--- src/rtl/mining_job_ctrl.sv ---
// -----------------------------------------------------------------------------
// mining_job_ctrl
//
// Job controller in front of the sha256_top nonce-search core. It takes work
// units from the host-link receiver, holds midstate/data2 stable for the core,
// issues a fixed-length start pulse, then follows the run through to either a
// golden nonce (offered with a valid/ready handshake), an exhausted pulse, or
// an arm_error pulse when the core never goes busy. New work accepted while the
// core is running preempts the current job.
//
// Ports
//   clk, rst          : single clock, asynchronous active-low reset
//   work_*            : work unit offer (valid/ready) from the host-link receiver
//   midstate, data2   : registered work unit driven to the core
//   start_mining      : start request to the core (held START_HOLD cycles)
//   miner_busy        : core searching
//   got_ticket        : core found a ticket (held until the next start)
//   golden_nonce      : nonce from the core, valid while got_ticket is high
//   nonce_valid/ready : result handshake to the host-link transmitter
//   nonce_out         : captured golden nonce
//   exhausted         : one-cycle pulse, run ended without a ticket
//   arm_error         : one-cycle pulse, core never went busy
//   ticket_count      : number of results delivered (wraps)
// -----------------------------------------------------------------------------
module mining_job_ctrl #(
  parameter int unsigned SETTLE_CYCLES = 4,
  parameter int unsigned START_HOLD    = 4,
  parameter int unsigned ARM_TIMEOUT   = 16,
  parameter int unsigned DRAIN_CYCLES  = 8
) (
  input  logic          clk,
  input  logic          rst,
  input  logic          work_valid,
  input  logic [255:0]  work_midstate,
  input  logic [95:0]   work_data2,
  output logic          work_ready,
  output logic [255:0]  midstate,
  output logic [95:0]   data2,
  output logic          start_mining,
  input  logic          miner_busy,
  input  logic          got_ticket,
  input  logic [31:0]   golden_nonce,
  output logic          nonce_valid,
  output logic [31:0]   nonce_out,
  input  logic          nonce_ready,
  output logic          exhausted,
  output logic          arm_error,
  output logic [15:0]   ticket_count
);

  localparam logic [2:0] IDLE   = 3'd0;
  localparam logic [2:0] LOAD   = 3'd1;
  localparam logic [2:0] START  = 3'd2;
  localparam logic [2:0] ARM    = 3'd3;
  localparam logic [2:0] RUN    = 3'd4;
  localparam logic [2:0] DRAIN  = 3'd5;
  localparam logic [2:0] REPORT = 3'd6;

  // Reload values for the shared down-counter; each timed state lasts
  // exactly N cycles because the counter runs N-1 down to 0.
  localparam logic [7:0] SETTLE_LOAD = 8'(SETTLE_CYCLES - 1);
  localparam logic [7:0] START_LOAD  = 8'(START_HOLD - 1);
  localparam logic [7:0] ARM_LOAD    = 8'(ARM_TIMEOUT - 1);
  localparam logic [7:0] DRAIN_LOAD  = 8'(DRAIN_CYCLES - 1);

  logic [2:0]   state_q,        state_d;
  logic [7:0]   cnt_q,          cnt_d;
  logic [255:0] midstate_q,     midstate_d;
  logic [95:0]  data2_q,        data2_d;
  logic         start_mining_q, start_mining_d;
  logic         nonce_valid_q,  nonce_valid_d;
  logic [31:0]  nonce_out_q,    nonce_out_d;
  logic         exhausted_q,    exhausted_d;
  logic         arm_error_q,    arm_error_d;
  logic [15:0]  ticket_count_q, ticket_count_d;
  logic         accept;

  // Work is only taken while idle or while the core is running (preempt).
  assign work_ready = (state_q == IDLE) || (state_q == RUN);
  assign accept     = work_valid & work_ready;

  // Next-state and datapath logic for the job FSM.
  always_comb begin
    state_d        = state_q;
    cnt_d          = cnt_q;
    midstate_d     = midstate_q;
    data2_d        = data2_q;
    start_mining_d = start_mining_q;
    nonce_valid_d  = nonce_valid_q;
    nonce_out_d    = nonce_out_q;
    exhausted_d    = 1'b0;
    arm_error_d    = 1'b0;
    ticket_count_d = ticket_count_q;

    case (state_q)
      IDLE: begin
        if (accept) begin
          midstate_d = work_midstate;
          data2_d    = work_data2;
          cnt_d      = SETTLE_LOAD;
          state_d    = LOAD;
        end else begin
          state_d = IDLE;
        end
      end

      LOAD: begin
        if (cnt_q == 8'd0) begin
          cnt_d          = START_LOAD;
          start_mining_d = 1'b1;
          state_d        = START;
        end else begin
          cnt_d = cnt_q - 8'd1;
        end
      end

      START: begin
        if (cnt_q == 8'd0) begin
          start_mining_d = 1'b0;
          cnt_d          = ARM_LOAD;
          state_d        = ARM;
        end else begin
          cnt_d = cnt_q - 8'd1;
        end
      end

      // A ticket still raised from a previous job is ignored here.
      ARM: begin
        if (miner_busy) begin
          state_d = RUN;
        end else if (cnt_q == 8'd0) begin
          arm_error_d = 1'b1;
          state_d     = IDLE;
        end else begin
          cnt_d = cnt_q - 8'd1;
        end
      end

      // Preempt beats a ticket; a ticket beats busy falling in the same cycle.
      RUN: begin
        if (accept) begin
          midstate_d = work_midstate;
          data2_d    = work_data2;
          cnt_d      = SETTLE_LOAD;
          state_d    = LOAD;
        end else if (got_ticket) begin
          nonce_out_d   = golden_nonce;
          nonce_valid_d = 1'b1;
          state_d       = REPORT;
        end else if (!miner_busy) begin
          cnt_d   = DRAIN_LOAD;
          state_d = DRAIN;
        end else begin
          state_d = RUN;
        end
      end

      // The core drops busy a few cycles before got_ticket rises, so keep
      // watching for a ticket for a short window.
      DRAIN: begin
        if (got_ticket) begin
          nonce_out_d   = golden_nonce;
          nonce_valid_d = 1'b1;
          state_d       = REPORT;
        end else if (cnt_q == 8'd0) begin
          exhausted_d = 1'b1;
          state_d     = IDLE;
        end else begin
          cnt_d = cnt_q - 8'd1;
        end
      end

      REPORT: begin
        if (nonce_ready) begin
          nonce_valid_d  = 1'b0;
          ticket_count_d = ticket_count_q + 16'd1;
          state_d        = IDLE;
        end else begin
          state_d = REPORT;
        end
      end

      default: begin
        state_d        = IDLE;
        cnt_d          = 8'd0;
        start_mining_d = 1'b0;
        nonce_valid_d  = 1'b0;
      end
    endcase
  end

  // State and output registers; reset clears everything, including the
  // start request, without waiting for a clock edge.
  always_ff @(posedge clk or negedge rst) begin
    if (!rst) begin
      state_q        <= IDLE;
      cnt_q          <= 8'd0;
      midstate_q     <= 256'd0;
      data2_q        <= 96'd0;
      start_mining_q <= 1'b0;
      nonce_valid_q  <= 1'b0;
      nonce_out_q    <= 32'd0;
      exhausted_q    <= 1'b0;
      arm_error_q    <= 1'b0;
      ticket_count_q <= 16'd0;
    end else begin
      state_q        <= state_d;
      cnt_q          <= cnt_d;
      midstate_q     <= midstate_d;
      data2_q        <= data2_d;
      start_mining_q <= start_mining_d;
      nonce_valid_q  <= nonce_valid_d;
      nonce_out_q    <= nonce_out_d;
      exhausted_q    <= exhausted_d;
      arm_error_q    <= arm_error_d;
      ticket_count_q <= ticket_count_d;
    end
  end

  assign midstate     = midstate_q;
  assign data2        = data2_q;
  assign start_mining = start_mining_q;
  assign nonce_valid  = nonce_valid_q;
  assign nonce_out    = nonce_out_q;
  assign exhausted    = exhausted_q;
  assign arm_error    = arm_error_q;
  assign ticket_count = ticket_count_q;

endmodule

--- config.mk ---
export PLATFORM = sky130hd
export DESIGN_NAME = mining_job_ctrl
export DESIGN_NICKNAME = d
export VERILOG_FILES = /design/src/rtl/mining_job_ctrl.sv
export SDC_FILE = /design/constraint.sdc
export NUM_CORES = 1
export LEC_CHECK = 0
export ABC_AREA = 0
export BUFFER_PORTS_ARGS = -buffer_cell sky130_fd_sc_hd__buf_2
export CELL_PAD_IN_SITES_DETAIL_PLACEMENT = 0
export CELL_PAD_IN_SITES_GLOBAL_PLACEMENT = 1
export CORE_AREA = 2 2 307 309
export CTS_CLUSTER_DIAMETER = 80
export DETAILED_ROUTE_END_ITERATION = 8
export DIE_AREA = 0 0 309 311
export GPL_TIMING_DRIVEN = 0
export PLACE_DENSITY_LB_ADDON = 0.1
export SLEW_MARGIN = 20
export SYNTH_ARGS = -nofsm -noshare
export SYNTH_HDL_FRONTEND = slang
export SYNTH_SLANG_ARGS = --single-unit
export TNS_END_PERCENT = 1
--- constraint.sdc ---
create_clock -name clk -period 4.35 [get_ports clk]
set_clock_uncertainty 0.1 [all_clocks]
set_input_delay 1.305 -clock clk [delete_from_list [all_inputs] [get_ports clk]]
set_output_delay 1.305 -clock clk [all_outputs]
set_load 0.02 [all_outputs]
==> run_results.csv <==
group,metric,value,unit
run_status,status,"completed",
drt,drtIter0Drc,479,
floorplan,die_x,309,um
global_route,maximum_number_of_pins_on_one_net_before_global_route_repair,86,
flow_run,count_of_max_cap_constraint_violations,0,
sta,timing.hold.ws,0.363,ns
synthesis,dominantRegCellSynth,"sky130_fd_sc_hd__dfrtp_1",
power_and_ir_drop,total_leakage_power,13.3,nW
clock_network,post_cts_hold_buffer_count,0,
worst_setup_path,worstSetupEndpointType,"output port",
drt,viasPerCell,3.75,
global_route,via_count_of_the_first_global_routing_pass,15403,
floorplan,floorplan.initialDensity,17.4,%
power_and_ir_drop,p_sw,0.00821,W
drt,postRouteAntennaNets,0,
sta,slew_viol_final,0,
place,dp.final_hpwl,55.1,mm
sta,worst-slew-pin-transition,0.957,ns
clock_network,ctsResizeCount,0,
place,gp_routability_congestion,0.776,
layout,drive_above_1_share,37.4,%
sta,timing_hold_violations_final,0,
global_route,grt.total_usage,14.2,%
sta,tns,0,ns
power_and_ir_drop,comb_power_share,41.5,%
power_and_ir_drop,pwr_density_cell,807,nW/um2
clock_network,post_cts_repair_timing_setup_buffer_count,0,
worst_setup_path,critical_path_peak_fanout,5,
power_and_ir_drop,cellInternalPower,0.0109,W
synthesis,async_flop_share,100,%
worst_setup_path,critPathArrivalTime,1.90,ns
floorplan,coreArea,92800,um2
floorplan,dieArea,96100,um2
sta,max_freq,0.302,GHz
layout,area_growth_syn_to_layout,47.0,%
power_and_ir_drop,clkPwrFrac,24.4,%
power_and_ir_drop,worst_ir_drop_vdd,0.000283,V
sta,rsz0062_at_grt,"no",
place,post_dp_cell_area,21800,um2
floorplan,rows,112,
clock_network,cts_root_buf,"sky130_fd_sc_hd__clkbuf_16",
drt,route.detailed.drc,0,
worst_setup_path,crit_path_start_kind,"register",
sta,maxSlewHeadroom,36.1,%
min_path,hold_path_class,"register to register",
clock_network,cts-root-to-sink-buffers,3,
layout,layout.core_utilization,25.5,%
synthesis,netlist_area,16100,um2
synthesis,yosysSeqAreaShare,64.4,%
synthesis,synth.avg_cell_area,9.20,um2
drt,totalWireLength,70.6,mm
clock_network,clock-sinks,415,
drt,first_pass_iters,5,
drt,routed-via-count,14663,
global_route,grt_first_pass_wirelength,102,mm
worst_setup_path,crit_required,2.94,ns
floorplan,die-height,311,um
power_and_ir_drop,p_seq_share,34.2,%
clock_network,cts_tree,"done",
sta,min_period_over_period,76.0,%
floorplan,pin_count,795,
layout,final_design_area_no_fill,23700,um2
synthesis,postSynthRegisterBits,415,
place,place.port_buffers,794,
sta,layout_min_cycle_time,3.31,ns
clock_network,cts-buffers-inserted,56,
clock_network,clock_tree.htree_level_count,2,
sta,fin_ws,1.04,ns
synthesis,syn-num-nets,2144,
synthesis,number_of_unique_standard_cell_types_used_by_synthesis,49,
synthesis,synthCells,1751,
sta,finalSetupViolations,0,
place,preCtsSetupSlack,0.573,ns
global_route,grt_remaining_overflow,0,
global_route,antenna_found_initial,20,
worst_setup_path,type_of_the_setup_path_with_the_least_slack,"register to output port",
layout,nets,3002,
synthesis,number_of_synthesis_warnings,0,
clock_network,clk_pin_slew_worst_paths,0.06,ns
synthesis,synth_edf_count,0,
drt,routed_wire_length_per_instance,18.0,um
clock_network,clk_lat_worst_skew,0.60,ns
power_and_ir_drop,power_switching_share,43.0,%
[synthesized netlist by cell type (all sizes together) (2+ instances only)]
cell type	number	area [um2]
nand4	4	25.0
nor3	8	45.0
mux2	34	383
inv	9	33.8
clkbuf	28	105
and3	2	12.5
o31ai	3	22.5
and2	3	18.8
ha	3	37.5
a22oi	2	15.0
buf	61	312
dfrtp	415	10400
a21oi	10	50.1
nand2b	3	18.8
o22ai	3	18.8
nand2	1077	4040
xnor2	11	96.3
o21ai	14	70.1
a211oi	3	22.5
o211ai	4	30.0
xor2	5	43.8
nor4	3	33.8
nor2	19	81.3
nand3	8	40.0
[registers in the layout (all words and copies together) (netlist names)]
name and count:
ticket_count 16, cnt_q 8, data2 96, nonce_valid 1
nonce_out 32, state_q 3, exhausted 1, midstate 256
arm_error 1, start_mining 1
[placed cells by master (no fill, tap or decap), types with 4 or more instances in the layout]
master and n:
sky130_fd_sc_hd__o211ai_1 4, sky130_fd_sc_hd__clkbuf_1 40, sky130_fd_sc_hd__clkinv_2 6, sky130_fd_sc_hd__a21oi_1 10, sky130_fd_sc_hd__nor3_1 7, sky130_fd_sc_hd__nand4_1 4
sky130_fd_sc_hd__dfrtp_1 415, sky130_fd_sc_hd__inv_1 9, sky130_fd_sc_hd__o21ai_0 12, sky130_fd_sc_hd__mux2_2 34, sky130_fd_sc_hd__clkbuf_8 13, sky130_fd_sc_hd__buf_2 853
sky130_fd_sc_hd__clkbuf_16 57, sky130_fd_sc_hd__nand3_1 8, sky130_fd_sc_hd__nor2_1 17, sky130_fd_sc_hd__bufinv_16 4, sky130_fd_sc_hd__nand2_1 1077, sky130_fd_sc_hd__xor2_1 5
sky130_fd_sc_hd__buf_16 5, sky130_fd_sc_hd__xnor2_1 11, sky130_fd_sc_hd__diode_2 9
[per-layer routing]
layer,track usage [%],part of all wire [%],vias up
met5,0,0.22,-
met2,26.3,52,480
li1,-,-,7154
met4,3.60,2.2,26
met1,14.8,36,6896
met3,5.73,9.2,107
[cells by family (layout without fill, tap and decap cells)]
logic type                 count (synthesis)  in the layout  synth area share, %
other                                      0              9                    0
adders and majority gates                  3              3                0.233
AOI/OAI and AO/OA                         50             50                 2.06
xor gates and xnor gates                  16             16                0.869
and+or+nand+nor                         1134           1134                 27.2
buffers and inverters                     98            996                 2.79
DFF                                      415            415                 64.4
muxes                                     35             35                 2.44
[area by class of cell]
cell class | instances | area (um2)
sequential | 415 | 10400
fill | 10322 | 69100
timing repair buffer | 800 | 4130
antenna | 9 | 22.5
tap | 1254 | 1570
inverter | 9 | 33.8
buffer | 89 | 417
multi-input combinational | 1238 | 5280
clock buffer | 82 | 1650
clock inverter | 16 | 200
[power groups by stage]
stage	registers (W)	clock network, W	logic [W]
after detailed placement	0.00659	0	0.00815
after CTS	0.00655	0.00486	0.00817
after global placement	0.00656	0	0.00813
final	0.00653	0.00465	0.00793
after global routing	0.00676	0.00501	0.00875
after floorplan	0.00867	0	0.00247
[critical path, stage by stage (launching register included)]
cell and delay (ns):
sky130_fd_sc_hd__dfrtp_1 0.40, sky130_fd_sc_hd__or2_2 0.30, sky130_fd_sc_hd__clkbuf_1 0.17, sky130_fd_sc_hd__inv_1 0.20, sky130_fd_sc_hd__buf_2 0.22
[final timing paths]
path	start	to	slack (ns)	cells past startpoint
max	state_q[1]$_DFFE_PN0P_	work_ready	1.04	4
min in group asynchronous	rst	nonce_out[16]$_DFFE_PN0P_	0.54	1
max in group asynchronous	rst	data2[86]$_DFFE_PN0P_	2.08	4
max reg2reg	state_q[1]$_DFFE_PN0P_	midstate[239]$_DFFE_PN0P_	1.43	6
min	midstate[108]$_DFFE_PN0P_	midstate[108]$_DFFE_PN0P_	0.36	2
min reg2reg	midstate[108]$_DFFE_PN0P_	midstate[108]$_DFFE_PN0P_	0.36	2
[metrics by stage]
step / power (W) / std cells
final: 0.0191 / 3912
after global placement: 0.0147 / 3799
after detailed placement: 0.0147 / 3804
after global routing: 0.0205 / 3906
after floorplan: 0.0111 / 1751
after CTS: 0.0196 / 3902
Power figures use the tool's default switching activity.
